==> src/rtl/mmu_bus_arbiter_if.sv <==
// mmu_bus_arbiter_if: CPU, OAM DMA, HDMA, MMU and HRAM signals of the bus arbiter.
// The arbiter connects through the master modport; the surrounding system uses slave.
interface mmu_bus_arbiter_if;
  logic [15:0] cpu_a;
  logic [7:0]  cpu_do;
  logic [7:0]  cpu_di;
  logic        cpu_wr;
  logic        cpu_rd;
  logic        cpu_stall;
  logic        dma_req;
  logic        dma_gnt;
  logic [15:0] dma_a;
  logic        dma_rd;
  logic [7:0]  dma_di;
  logic        hdma_req;
  logic        hdma_gnt;
  logic [15:0] hdma_a;
  logic [7:0]  hdma_do;
  logic        hdma_wr;
  logic        hdma_rd;
  logic [7:0]  hdma_di;
  logic [15:0] mmu_a;
  logic [7:0]  mmu_do;
  logic [7:0]  mmu_di;
  logic        mmu_wr;
  logic        mmu_rd;
  logic [6:0]  hram_a;
  logic [7:0]  hram_do;
  logic [7:0]  hram_di;
  logic        hram_wr;
  modport master (
    input  cpu_a, cpu_do, cpu_wr, cpu_rd,
    input  dma_req, dma_a, dma_rd,
    input  hdma_req, hdma_a, hdma_do, hdma_wr, hdma_rd,
    input  mmu_di, hram_di,
    output cpu_di, cpu_stall, dma_gnt, dma_di, hdma_gnt, hdma_di,
    output mmu_a, mmu_do, mmu_wr, mmu_rd, hram_a, hram_do, hram_wr
  );
  modport slave (
    output cpu_a, cpu_do, cpu_wr, cpu_rd,
    output dma_req, dma_a, dma_rd,
    output hdma_req, hdma_a, hdma_do, hdma_wr, hdma_rd,
    output mmu_di, hram_di,
    input  cpu_di, cpu_stall, dma_gnt, dma_di, hdma_gnt, hdma_di,
    input  mmu_a, mmu_do, mmu_wr, mmu_rd, hram_a, hram_do, hram_wr
  );
endinterface

==> src/rtl/mmu_bus_arbiter.sv <==
// mmu_bus_arbiter: fixed-priority, non-preemptive MMU bus sharing between CPU, OAM DMA and HDMA,
// with an idle turnaround gap on every ownership change and a private always-on HRAM port.
module mmu_bus_arbiter #(
  parameter int          HANDOVER_CYCLES = 1,
  parameter logic [7:0]  OPEN_BUS        = 8'hFF
) (
  input logic clock,
  input logic reset_n,
  mmu_bus_arbiter_if.master bus
);
  typedef enum logic [1:0] {OWN_CPU, HANDOVER, OWN_DMA, OWN_HDMA} state_t;
  typedef enum logic [1:0] {T_CPU, T_DMA, T_HDMA} target_t;
  localparam logic [2:0] HO = 3'(HANDOVER_CYCLES);
  state_t      state, state_nx;
  target_t     target, target_nx, pick;
  logic [2:0]  cnt, cnt_nx;
  logic        from_hdma, from_hdma_nx;
  logic        live;
  logic [15:0] last_a;
  logic [7:0]  last_do;
  logic        is_hram, cpu_side, release_bus, target_req;
  function automatic state_t own(input target_t t);
    return t == T_DMA ? OWN_DMA : t == T_HDMA ? OWN_HDMA : OWN_CPU;
  endfunction
  // live masks every strobe until the first edge after reset release
  always_ff @(posedge clock or negedge reset_n) begin
    if (!reset_n) begin
      state     <= OWN_CPU;
      target    <= T_CPU;
      cnt       <= 3'd0;
      from_hdma <= 1'b0;
      live      <= 1'b0;
      last_a    <= 16'h0000;
      last_do   <= 8'h00;
    end else begin
      state     <= state_nx;
      target    <= target_nx;
      cnt       <= cnt_nx;
      from_hdma <= from_hdma_nx;
      live      <= 1'b1;
      last_a    <= bus.mmu_a;
      last_do   <= bus.mmu_do;
    end
  end
  always_comb begin
    state_nx     = state;
    target_nx    = target;
    cnt_nx       = cnt;
    from_hdma_nx = from_hdma;
    pick         = bus.dma_req ? T_DMA : bus.hdma_req ? T_HDMA : T_CPU;
    target_req   = target == T_DMA ? bus.dma_req : target == T_HDMA ? bus.hdma_req : 1'b1;
    release_bus  = (state == OWN_CPU  && pick != T_CPU) ||
                   (state == OWN_DMA  && !bus.dma_req) ||
                   (state == OWN_HDMA && !bus.hdma_req);
    if (release_bus) begin
      target_nx    = pick;
      from_hdma_nx = state == OWN_HDMA;
      cnt_nx       = HO;
      state_nx     = HO == 3'd0 ? own(pick) : HANDOVER;
    end else if (state == HANDOVER) begin
      cnt_nx = cnt - 3'd1;
      // a target that gave up its request during the gap loses its turn
      if (cnt <= 3'd1) state_nx = target_req ? own(target) : own(pick);
    end
  end
  always_comb begin
    is_hram      = (&bus.cpu_a[15:7]) && bus.cpu_a != 16'hFFFF;
    cpu_side     = live && state == OWN_CPU && !is_hram;
    bus.mmu_a    = cpu_side ? bus.cpu_a :
                   live && state == OWN_DMA  ? bus.dma_a :
                   live && state == OWN_HDMA ? bus.hdma_a : last_a;
    bus.mmu_do   = cpu_side ? bus.cpu_do : live && state == OWN_HDMA ? bus.hdma_do : last_do;
    bus.mmu_wr   = cpu_side ? bus.cpu_wr : live && state == OWN_HDMA && bus.hdma_wr;
    bus.mmu_rd   = cpu_side ? bus.cpu_rd :
                   live && state == OWN_DMA  ? bus.dma_rd :
                   live && state == OWN_HDMA && bus.hdma_rd;
  end
  assign bus.dma_gnt   = state == OWN_DMA;
  assign bus.hdma_gnt  = state == OWN_HDMA;
  assign bus.cpu_stall = state == OWN_HDMA || (state == HANDOVER && (target == T_HDMA || from_hdma));
  assign bus.dma_di    = bus.dma_gnt  ? bus.mmu_di : OPEN_BUS;
  assign bus.hdma_di   = bus.hdma_gnt ? bus.mmu_di : OPEN_BUS;
  assign bus.cpu_di    = is_hram ? bus.hram_di : state == OWN_CPU ? bus.mmu_di : OPEN_BUS;
  assign bus.hram_a    = bus.cpu_a[6:0];
  assign bus.hram_do   = bus.cpu_do;
  assign bus.hram_wr   = live && is_hram && bus.cpu_wr && !bus.cpu_stall;
endmodule

==> src/flat_wrapper.sv <==
// flat-port wrapper written by rule: the top's interface ports become plain ports
module mmu_bus_arbiter_flat 
#(
  parameter int          HANDOVER_CYCLES = 1,
  parameter logic [7:0]  OPEN_BUS        = 8'hFF
)
  (clock, reset_n, bus_cpu_a, bus_cpu_do, bus_cpu_wr, bus_cpu_rd, bus_dma_req, bus_dma_a, bus_dma_rd, bus_hdma_req, bus_hdma_a, bus_hdma_do, bus_hdma_wr, bus_hdma_rd, bus_mmu_di, bus_hram_di, bus_cpu_di, bus_cpu_stall, bus_dma_gnt, bus_dma_di, bus_hdma_gnt, bus_hdma_di, bus_mmu_a, bus_mmu_do, bus_mmu_wr, bus_mmu_rd, bus_hram_a, bus_hram_do, bus_hram_wr);
  mmu_bus_arbiter_if bus_i ();
  input logic clock;
  input logic reset_n;
  input wire logic [$bits(bus_i.cpu_a)-1:0] bus_cpu_a;
  input wire logic [$bits(bus_i.cpu_do)-1:0] bus_cpu_do;
  input wire logic [$bits(bus_i.cpu_wr)-1:0] bus_cpu_wr;
  input wire logic [$bits(bus_i.cpu_rd)-1:0] bus_cpu_rd;
  input wire logic [$bits(bus_i.dma_req)-1:0] bus_dma_req;
  input wire logic [$bits(bus_i.dma_a)-1:0] bus_dma_a;
  input wire logic [$bits(bus_i.dma_rd)-1:0] bus_dma_rd;
  input wire logic [$bits(bus_i.hdma_req)-1:0] bus_hdma_req;
  input wire logic [$bits(bus_i.hdma_a)-1:0] bus_hdma_a;
  input wire logic [$bits(bus_i.hdma_do)-1:0] bus_hdma_do;
  input wire logic [$bits(bus_i.hdma_wr)-1:0] bus_hdma_wr;
  input wire logic [$bits(bus_i.hdma_rd)-1:0] bus_hdma_rd;
  input wire logic [$bits(bus_i.mmu_di)-1:0] bus_mmu_di;
  input wire logic [$bits(bus_i.hram_di)-1:0] bus_hram_di;
  output wire logic [$bits(bus_i.cpu_di)-1:0] bus_cpu_di;
  output wire logic [$bits(bus_i.cpu_stall)-1:0] bus_cpu_stall;
  output wire logic [$bits(bus_i.dma_gnt)-1:0] bus_dma_gnt;
  output wire logic [$bits(bus_i.dma_di)-1:0] bus_dma_di;
  output wire logic [$bits(bus_i.hdma_gnt)-1:0] bus_hdma_gnt;
  output wire logic [$bits(bus_i.hdma_di)-1:0] bus_hdma_di;
  output wire logic [$bits(bus_i.mmu_a)-1:0] bus_mmu_a;
  output wire logic [$bits(bus_i.mmu_do)-1:0] bus_mmu_do;
  output wire logic [$bits(bus_i.mmu_wr)-1:0] bus_mmu_wr;
  output wire logic [$bits(bus_i.mmu_rd)-1:0] bus_mmu_rd;
  output wire logic [$bits(bus_i.hram_a)-1:0] bus_hram_a;
  output wire logic [$bits(bus_i.hram_do)-1:0] bus_hram_do;
  output wire logic [$bits(bus_i.hram_wr)-1:0] bus_hram_wr;
  assign bus_i.cpu_a = bus_cpu_a;
  assign bus_i.cpu_do = bus_cpu_do;
  assign bus_i.cpu_wr = bus_cpu_wr;
  assign bus_i.cpu_rd = bus_cpu_rd;
  assign bus_i.dma_req = bus_dma_req;
  assign bus_i.dma_a = bus_dma_a;
  assign bus_i.dma_rd = bus_dma_rd;
  assign bus_i.hdma_req = bus_hdma_req;
  assign bus_i.hdma_a = bus_hdma_a;
  assign bus_i.hdma_do = bus_hdma_do;
  assign bus_i.hdma_wr = bus_hdma_wr;
  assign bus_i.hdma_rd = bus_hdma_rd;
  assign bus_i.mmu_di = bus_mmu_di;
  assign bus_i.hram_di = bus_hram_di;
  assign bus_cpu_di = bus_i.cpu_di;
  assign bus_cpu_stall = bus_i.cpu_stall;
  assign bus_dma_gnt = bus_i.dma_gnt;
  assign bus_dma_di = bus_i.dma_di;
  assign bus_hdma_gnt = bus_i.hdma_gnt;
  assign bus_hdma_di = bus_i.hdma_di;
  assign bus_mmu_a = bus_i.mmu_a;
  assign bus_mmu_do = bus_i.mmu_do;
  assign bus_mmu_wr = bus_i.mmu_wr;
  assign bus_mmu_rd = bus_i.mmu_rd;
  assign bus_hram_a = bus_i.hram_a;
  assign bus_hram_do = bus_i.hram_do;
  assign bus_hram_wr = bus_i.hram_wr;
  mmu_bus_arbiter #(.HANDOVER_CYCLES(HANDOVER_CYCLES), .OPEN_BUS(OPEN_BUS)) u_core (.clock(clock), .reset_n(reset_n), .bus(bus_i));
endmodule
==> config.mk <==
export PLATFORM = sky130hd
export DESIGN_NAME = mmu_bus_arbiter_flat
export DESIGN_NICKNAME = d
export VERILOG_FILES = /design/src/rtl/mmu_bus_arbiter_if.sv /design/src/rtl/mmu_bus_arbiter.sv /design/src/flat_wrapper.sv
export SDC_FILE = /design/constraint.sdc
export NUM_CORES = 1
export LEC_CHECK = 0
export ABC_CLOCK_PERIOD_IN_PS = 2400
export BUFFER_PORTS_ARGS = -buffer_cell sky130_fd_sc_hd__buf_4
export CAP_MARGIN = 25
export CORE_UTILIZATION = 31
export CTS_CLUSTER_SIZE = 20
export DETAILED_ROUTE_END_ITERATION = 7
export HOLD_SLACK_MARGIN = 0.05
export PLACE_DENSITY = 0.74
export RECOVER_POWER = 100
export SLEW_MARGIN = 30
export SYNTH_ARGS = -nofsm -noshare
export SYNTH_HDL_FRONTEND = slang
export SYNTH_SLANG_ARGS = --single-unit
==> constraint.sdc <==
create_clock -name clock -period 2.4 [get_ports clock]
set_input_delay 0.36 -clock clock [delete_from_list [all_inputs] [get_ports clock]]
set_output_delay 0.36 -clock clock [all_outputs]
set_load 0.05 [all_outputs]
==> flow_metrics.env, run 1 <==
export IMPL_yosys_area_top_type="dfrtp_1"
export IMPL_powerDensity_nw_per_um2=1330
export IMPL_synth_seq_area_share=0.337
export IMPL_rr_startpoint="u_core.state[1]"
export IMPL_synthMuxAreaShare=0.257
export IMPL_cts_buffer_depth=2
export IMPL_nets=489
export IMPL_worst_skew_pair_late_latency_ps=270
export IMPL_final_common_cell="buf_4"
export IMPL_cts_tree="yes"
export IMPL_drtAntennaViolNets=0
export IMPL_dr_total_vias=2358
export IMPL_start_util=0.319
export IMPL_ys_seq_elements=33
export IMPL_grt_setup_unrepaired="no"
export IMPL_place_ws_ps=216
export IMPL_cts_setup_buffers=0
export IMPL_synth_compound_area_frac=0.111
export IMPL_fmax_mhz=439
export IMPL_design_core_area_um2=7690
export IMPL_io_pins=158
export IMPL_dp_hpwl_um=5490
export IMPL_finalPower_w=0.00482
export IMPL_die_w_um=90.9
export IMPL_syn_area_um2=2450
export IMPL_avgViaCountPerCell=4.74
export IMPL_worstSetupStartpoint="u_core.state[1]"
export IMPL_htree_levels=2
export IMPL_syn_inst=254
export IMPL_worst_path_max_fanout=12
export IMPL_fin_crit_ps=2280
export IMPL_finalSetupViolations=0
export IMPL_synthDistinctLibCells=39
export IMPL_synth_area_per_cell_um2=9.65
export IMPL_placed_cells=488
export IMPL_cts_sinks=33
export IMPL_period_share=0.949
export IMPL_die_area_um2=8270
export IMPL_status="complete, no violations"
export IMPL_synth_edf_count=0
export IMPL_final_cell_mix="110 x buf_4, 36 x mux2_2, 31 x dfrtp_1, 22 x a21oi_1, 22 x clkbuf_4"
export IMPL_fin_setup_tns_ps=0
export IMPL_cp_arrival_ps=1920
export IMPL_gp_congestion=0.778
export IMPL_drive_gt1_frac=0.524
export IMPL_fin_ws_ps=124
export IMPL_async_reset_ff_frac=1.00
export IMPL_end_kind="output pin"
export IMPL_antenna_cells=0
export IMPL_drv_cap=0
export IMPL_final_max_slew_viol_count=0
export IMPL_cp_start_kind="flip-flop"
export IMPL_finalHoldViolations=0
export IMPL_grt_use_total=0.176
export IMPL_grt_pass1_vias=2480
export IMPL_wire_per_inst_um=14.4
export IMPL_drtIter0Drc=46
export IMPL_drc=0
export IMPL_fin_worst_skew_ps=9.89
export IMPL_grt_max_degree=34
export IMPL_antenna_found_initial=0
export IMPL_synth_area_leaders="dfrtp_1 34%, mux2_2 18%, mux2i_1 7.4%"
export IMPL_wirelength_um=7150
export IMPL_whs_ps=337
export IMPL_ir_worst_vdd_mv=0.404
export IMPL_grt_first_pass_wirelength_um=11500
export IMPL_cts_buffers=5
export IMPL_min_path_type="primary input to flip-flop"
export IMPL_synth_top_family_by_area="multiplexers"
export IMPL_io_buffers=157
export IMPL_synth_xor_area_frac=0
export IMPL_worstSetupPathType="flip-flop to output pin"
export IMPL_worst_setup_hold_path_clk_slew_ps=70
export IMPL_worst_pin_slew_ps=852
export IMPL_synth_flop_cell="dfrtp_1"
export IMPL_die_h_um=90.9
export IMPL_required_ps=2040
export IMPL_placementRows=32
export IMPL_min_from="bus_cpu_a[8]"
export IMPL_worst_slew_margin_rel=0.432
export IMPL_overflow=0
export IMPL_synthSimpleGateAreaFrac=0.172
export IMPL_nFillCells=754
export IMPL_synth_adder_area_share=0.0255
export IMPL_first_pass_iters=4
export IMPL_synth_warnings=0
export IMPL_p_leak_nw=1.75
export IMPL_synth_top_area_frac=0.337
export IMPL_finalNonFillerCells=497
export IMPL_postSynthNetCount=348
export IMPL_syn2layout_area_growth_pct=48.3
export IMPL_cts_root_buffer="clkbuf_8"
through the flow:
| step | util | cell area [um2] |
|---|---|---|
| 6_report | 0.473 | 3630 |
| 5_1_grt | 0.473 | 3630 |
| 4_1_cts | 0.484 | 3720 |
| 3_5_place_dp | 0.469 | 3610 |
| 3_3_place_gp | 0.469 | 3610 |
| 2_1_floorplan | - | 2470 |
cells by family after synthesis:
group           count (synthesis)
compound gates                 43
fa+ha+maj                       5
buf+inv                        38
flops                          33
mux                            58
other cells                     1
simple gates                   76
final timing paths:
path	endpoint	slack, ps	cells past startpoint
max	bus_mmu_do[6]	120	6
min	u_core.last_a[8]	340	2
max reg2reg	u_core.cnt[2]	650	5
min reg2reg	u_core.cnt[2]	530	1
max in group asynchronous	u_core.state[0]	1100	2
min in group asynchronous	u_core.last_a[7]	720	2
where the power goes:
group	leakage, nW	switching, W	internal, W
logic	1.32	0.00223	0.00121
registers	0.381	0.000130	0.000829
clock network	0.0443	0.000194	0.000228
layout make-up:
cell class / count / area [um2] / area share
clock buffers: 7 / 86.3 / 0.0238
inverters: 7 / 26.3 / 0.00723
multi-input cells: 184 / 1420 / 0.391
flip-flops and latches: 33 / 828 / 0.228
well taps: 102 / 128 / 0.0351
repair buffers: 164 / 1140 / 0.315
what timing repair did:
action                                  CTS  global route
endpoints found under the setup margin   19            24
hold endpoints to repair                 26             0
gates cloned                              1             0
gates resized for setup                   1             3
hold buffers                              1             0
pin swaps                                 0             0
registers in the layout, indices dropped and copies added (netlist names):
| signal | cells |
|---|---|
| u_core.last_a | 16 |
| u_core.state | 2 |
| u_core.last_do | 8 |
| u_core.live | 1 |
| u_core.from_hdma | 1 |
| u_core.cnt | 3 |
| u_core.target | 2 |
worst max-delay path, stage by stage, from the launching register on:
cell and delay (ps):
dfrtp_1 480, nor2_1 120, nand2_1 90, a21oi_4 140, buf_4 240, mux2_2 380, buf_4 190
routing by layer:
metal / up-vias / share of wire / track usage / wire, um
met5: - / 0 / 0 / 0
met1: 1086 / 0.40 / 0.192 / 2880
met4: 0 / 0.0053 / 0.0476 / 38
li1: 1154 / - / - / -
met3: 2 / 0.070 / 0.0354 / 503
met2: 116 / 0.52 / 0.340 / 3720
cell usage after synthesis, types with 2 or more instances:
cell	n
buf_2	5
nand4_1	3
mux2_2	40
o21ai_0	7
and3_1	2
nand2_1	10
a22o_1	3
mux2i_1	18
or2_2	8
nor2_1	21
nor2b_1	2
dfrtp_1	33
buf_4	17
buf_6	3
inv_1	7
ha_1	5
or3_1	8
clkbuf_1	6
a21oi_1	22
nor3_1	2
a221o_1	2
nand2b_1	13
No activity file was read; power rests on OpenSTA's default activity.
==> run 2: changes to the inputs <==
--- a/config.mk
+++ b/config.mk
@@ -6,14 +6,13 @@
 export NUM_CORES = 1
 export LEC_CHECK = 0
 export ABC_CLOCK_PERIOD_IN_PS = 2400
-export BUFFER_PORTS_ARGS = -buffer_cell sky130_fd_sc_hd__buf_4
 export CAP_MARGIN = 25
 export CORE_UTILIZATION = 31
 export CTS_CLUSTER_SIZE = 20
 export DETAILED_ROUTE_END_ITERATION = 7
+export DONT_BUFFER_PORTS = 1
 export HOLD_SLACK_MARGIN = 0.05
-export PLACE_DENSITY = 0.74
-export RECOVER_POWER = 100
+export PLACE_DENSITY = 0.57
 export SLEW_MARGIN = 30
 export SYNTH_ARGS = -nofsm -noshare
 export SYNTH_HDL_FRONTEND = slang
==> flow_metrics.env, run 2 (same netlist as run 1, synthesis figures left out) <==
export IMPL_status="complete, no violations"
export IMPL_fin_worst_skew_ps=4.61
export IMPL_cts_buffer_depth=2
export IMPL_finalSetupViolations=0
export IMPL_cts_sinks=33
export IMPL_finalNonFillerCells=355
export IMPL_nets=347
export IMPL_final_util=0.352
export IMPL_dr_max_layer_used="met4"
export IMPL_ir_worst_vdd_mv=0.562
export IMPL_grt_setup_unrepaired="no"
export IMPL_io_buffers=0
export IMPL_placed_cells=345
export IMPL_fmax_mhz=439
export IMPL_drtAntennaViolNets=0
export IMPL_required_ps=2040
export IMPL_grt_first_pass_wirelength_um=9480
export IMPL_grt_pass1_vias=1830
export IMPL_powerDensity_nw_per_um2=1580
export IMPL_cp_cell_sequence="nor2_1 > nand2_1 > a21oi_4 > buf_4 > mux2_2"
export IMPL_worst_skew_pair_late_latency_ps=280
export IMPL_fin_crit_ps=2280
export IMPL_grt_max_degree=34
export IMPL_worst_path_max_fanout=15
export IMPL_grt_use_total=0.149
export IMPL_gp_congestion=0.817
export IMPL_worstSetupPathType="flip-flop to output pin"
export IMPL_reg_largest_list="u_core.last_a: 16 flops, u_core.last_do: 8 flops, u_core.cnt: 3 flops"
export IMPL_drv_cap=0
export IMPL_wire_per_inst_um=18.3
export IMPL_min_to="u_core.target[1]"
export IMPL_min_path_type="primary input to flip-flop"
export IMPL_syn2layout_area_growth_pct=10.5
export IMPL_io_pins=158
export IMPL_final_max_slew_viol_count=0
export IMPL_htree_levels=2
export IMPL_wl_met2_um=3480
export IMPL_period_share=0.950
export IMPL_path_buf_inv=1
export IMPL_rr_startpoint="u_core.state[0]"
export IMPL_largest_reg_flops=16
export IMPL_end_kind="output pin"
export IMPL_worst_setup_hold_path_clk_slew_ps=60
export IMPL_fin_setup_tns_ps=0
export IMPL_wl_met1_um=2500
export IMPL_cp_start_kind="flip-flop"
export IMPL_finalHoldViolations=0
export IMPL_antenna_cells=0
export IMPL_die_w_um=90.9
export IMPL_cts_tree="yes"
export IMPL_crit_slowest_cell="mux2_2"
export IMPL_antenna_found_initial=0
export IMPL_min_from="bus_dma_req"
export IMPL_start_util=0.319
export IMPL_slowest_delay_ps=500
export IMPL_cts_buffers=5
export IMPL_nFillCells=801
export IMPL_final_common_cell="mux2_2"
export IMPL_drive_gt1_frac=0.332
export IMPL_die_h_um=90.9
export IMPL_top_register="u_core.last_a"
export IMPL_avgViaCountPerCell=5.30
export IMPL_cp_arrival_ps=1920
export IMPL_die_area_um2=8270
export IMPL_first_pass_iters=4
export IMPL_design_core_area_um2=7690
export IMPL_wirelength_um=6500
export IMPL_wl_met3_um=418
export IMPL_dr_total_vias=1883
export IMPL_reg2regPathDepth=5
export IMPL_path_delay_family="multiplexers"
export IMPL_r2r_end="u_core.last_do[2]"
export IMPL_final_cell_mix="40 x mux2_2, 31 x dfrtp_1, 22 x a21oi_1, 21 x nor2_1, 18 x mux2i_1"
export IMPL_drc=0
export IMPL_reg2reg_slack_ps=600
export IMPL_worstSetupStartpoint="u_core.state[0]"
export IMPL_drtIter0Drc=37
export IMPL_overflow=0
export IMPL_p_leak_nw=1.15
export IMPL_placementRows=32
export IMPL_cts_root_buffer="clkbuf_8"
export IMPL_dp_hpwl_um=4780
export IMPL_whs_path_depth=1
==> run 2: cell count changes in the layout (fill, tap and decap cells not counted) <==
| cell | before | now |
|---|---|---|
| buf_4 | 110 | 17 |
| clkbuf_4 | 22 | 0 |
| clkbuf_1 | 16 | 1 |
| clkbuf_2 | 14 | 0 |
| buf_12 | 0 | 4 |
| mux2_1 | 4 | 0 |
| mux2_2 | 36 | 40 |
| buf_2 | 1 | 0 |
| buf_6 | 1 | 0 |
==> run 2: what timing repair did <==
| action | in CTS | in global routing |
|---|---|---|
| gates cloned | 0 | 1 |
| hold endpoints to repair | 33 | 0 |
| hold buffers | 2 | 0 |
| setup buffers | 0 | 0 |
| gates resized for setup | 1 | 2 |
| setup endpoints to repair | 9 | 18 |
==> run 2: worst max path at each step <==
stage | end | slack, ps | cells after the start
after floorplan | bus_mmu_rd | 150 | 5
after detailed placement | bus_mmu_do[0] | 300 | 3
after global routing | bus_mmu_do[2] | 20 | 5
after global placement | bus_mmu_rd | 320 | 6
final | bus_mmu_do[2] | 120 | 5
after CTS | bus_mmu_do[0] | 20 | 3
==> run 2: cell type report <==
| type | instances | area [um2] | area share |
|---|---|---|---|
| multi-input combinational | 184 | 1420 | 0.525 |
| sequential | 33 | 828 | 0.306 |
| timing repair buffer | 22 | 218 | 0.0804 |
| tap | 102 | 128 | 0.0471 |
| clock buffer | 7 | 86.3 | 0.0319 |
| inverter | 7 | 26.3 | 0.00970 |
==> run 2: power breakdown <==
part / switching, W / internal (W) / leakage (nW)
logic: 0.00206 / 0.000817 / 0.725
registers: 0.000129 / 0.000830 / 0.381
clock network: 0.000202 / 0.000228 / 0.0443
==> run 2: routing by layer <==
metal,vias up,track usage
li1,871,-
met2,105,0.282
met4,0,0.0476
met3,8,0.0354
met1,899,0.161
met5,-,0
==> run 2: metrics by stage <==
stage                     cell area (um2)  hold WS (ps)  power [W]  setup WS [ps]
after detailed placement             2570          65.3    0.00383            300
after global routing                 2710           212    0.00451           17.0
after CTS                            2690           194    0.00430           22.2
after global placement               2570          65.3    0.00377            320
final                                2710           204    0.00427            120
after floorplan                      2470          64.4    0.00356            147
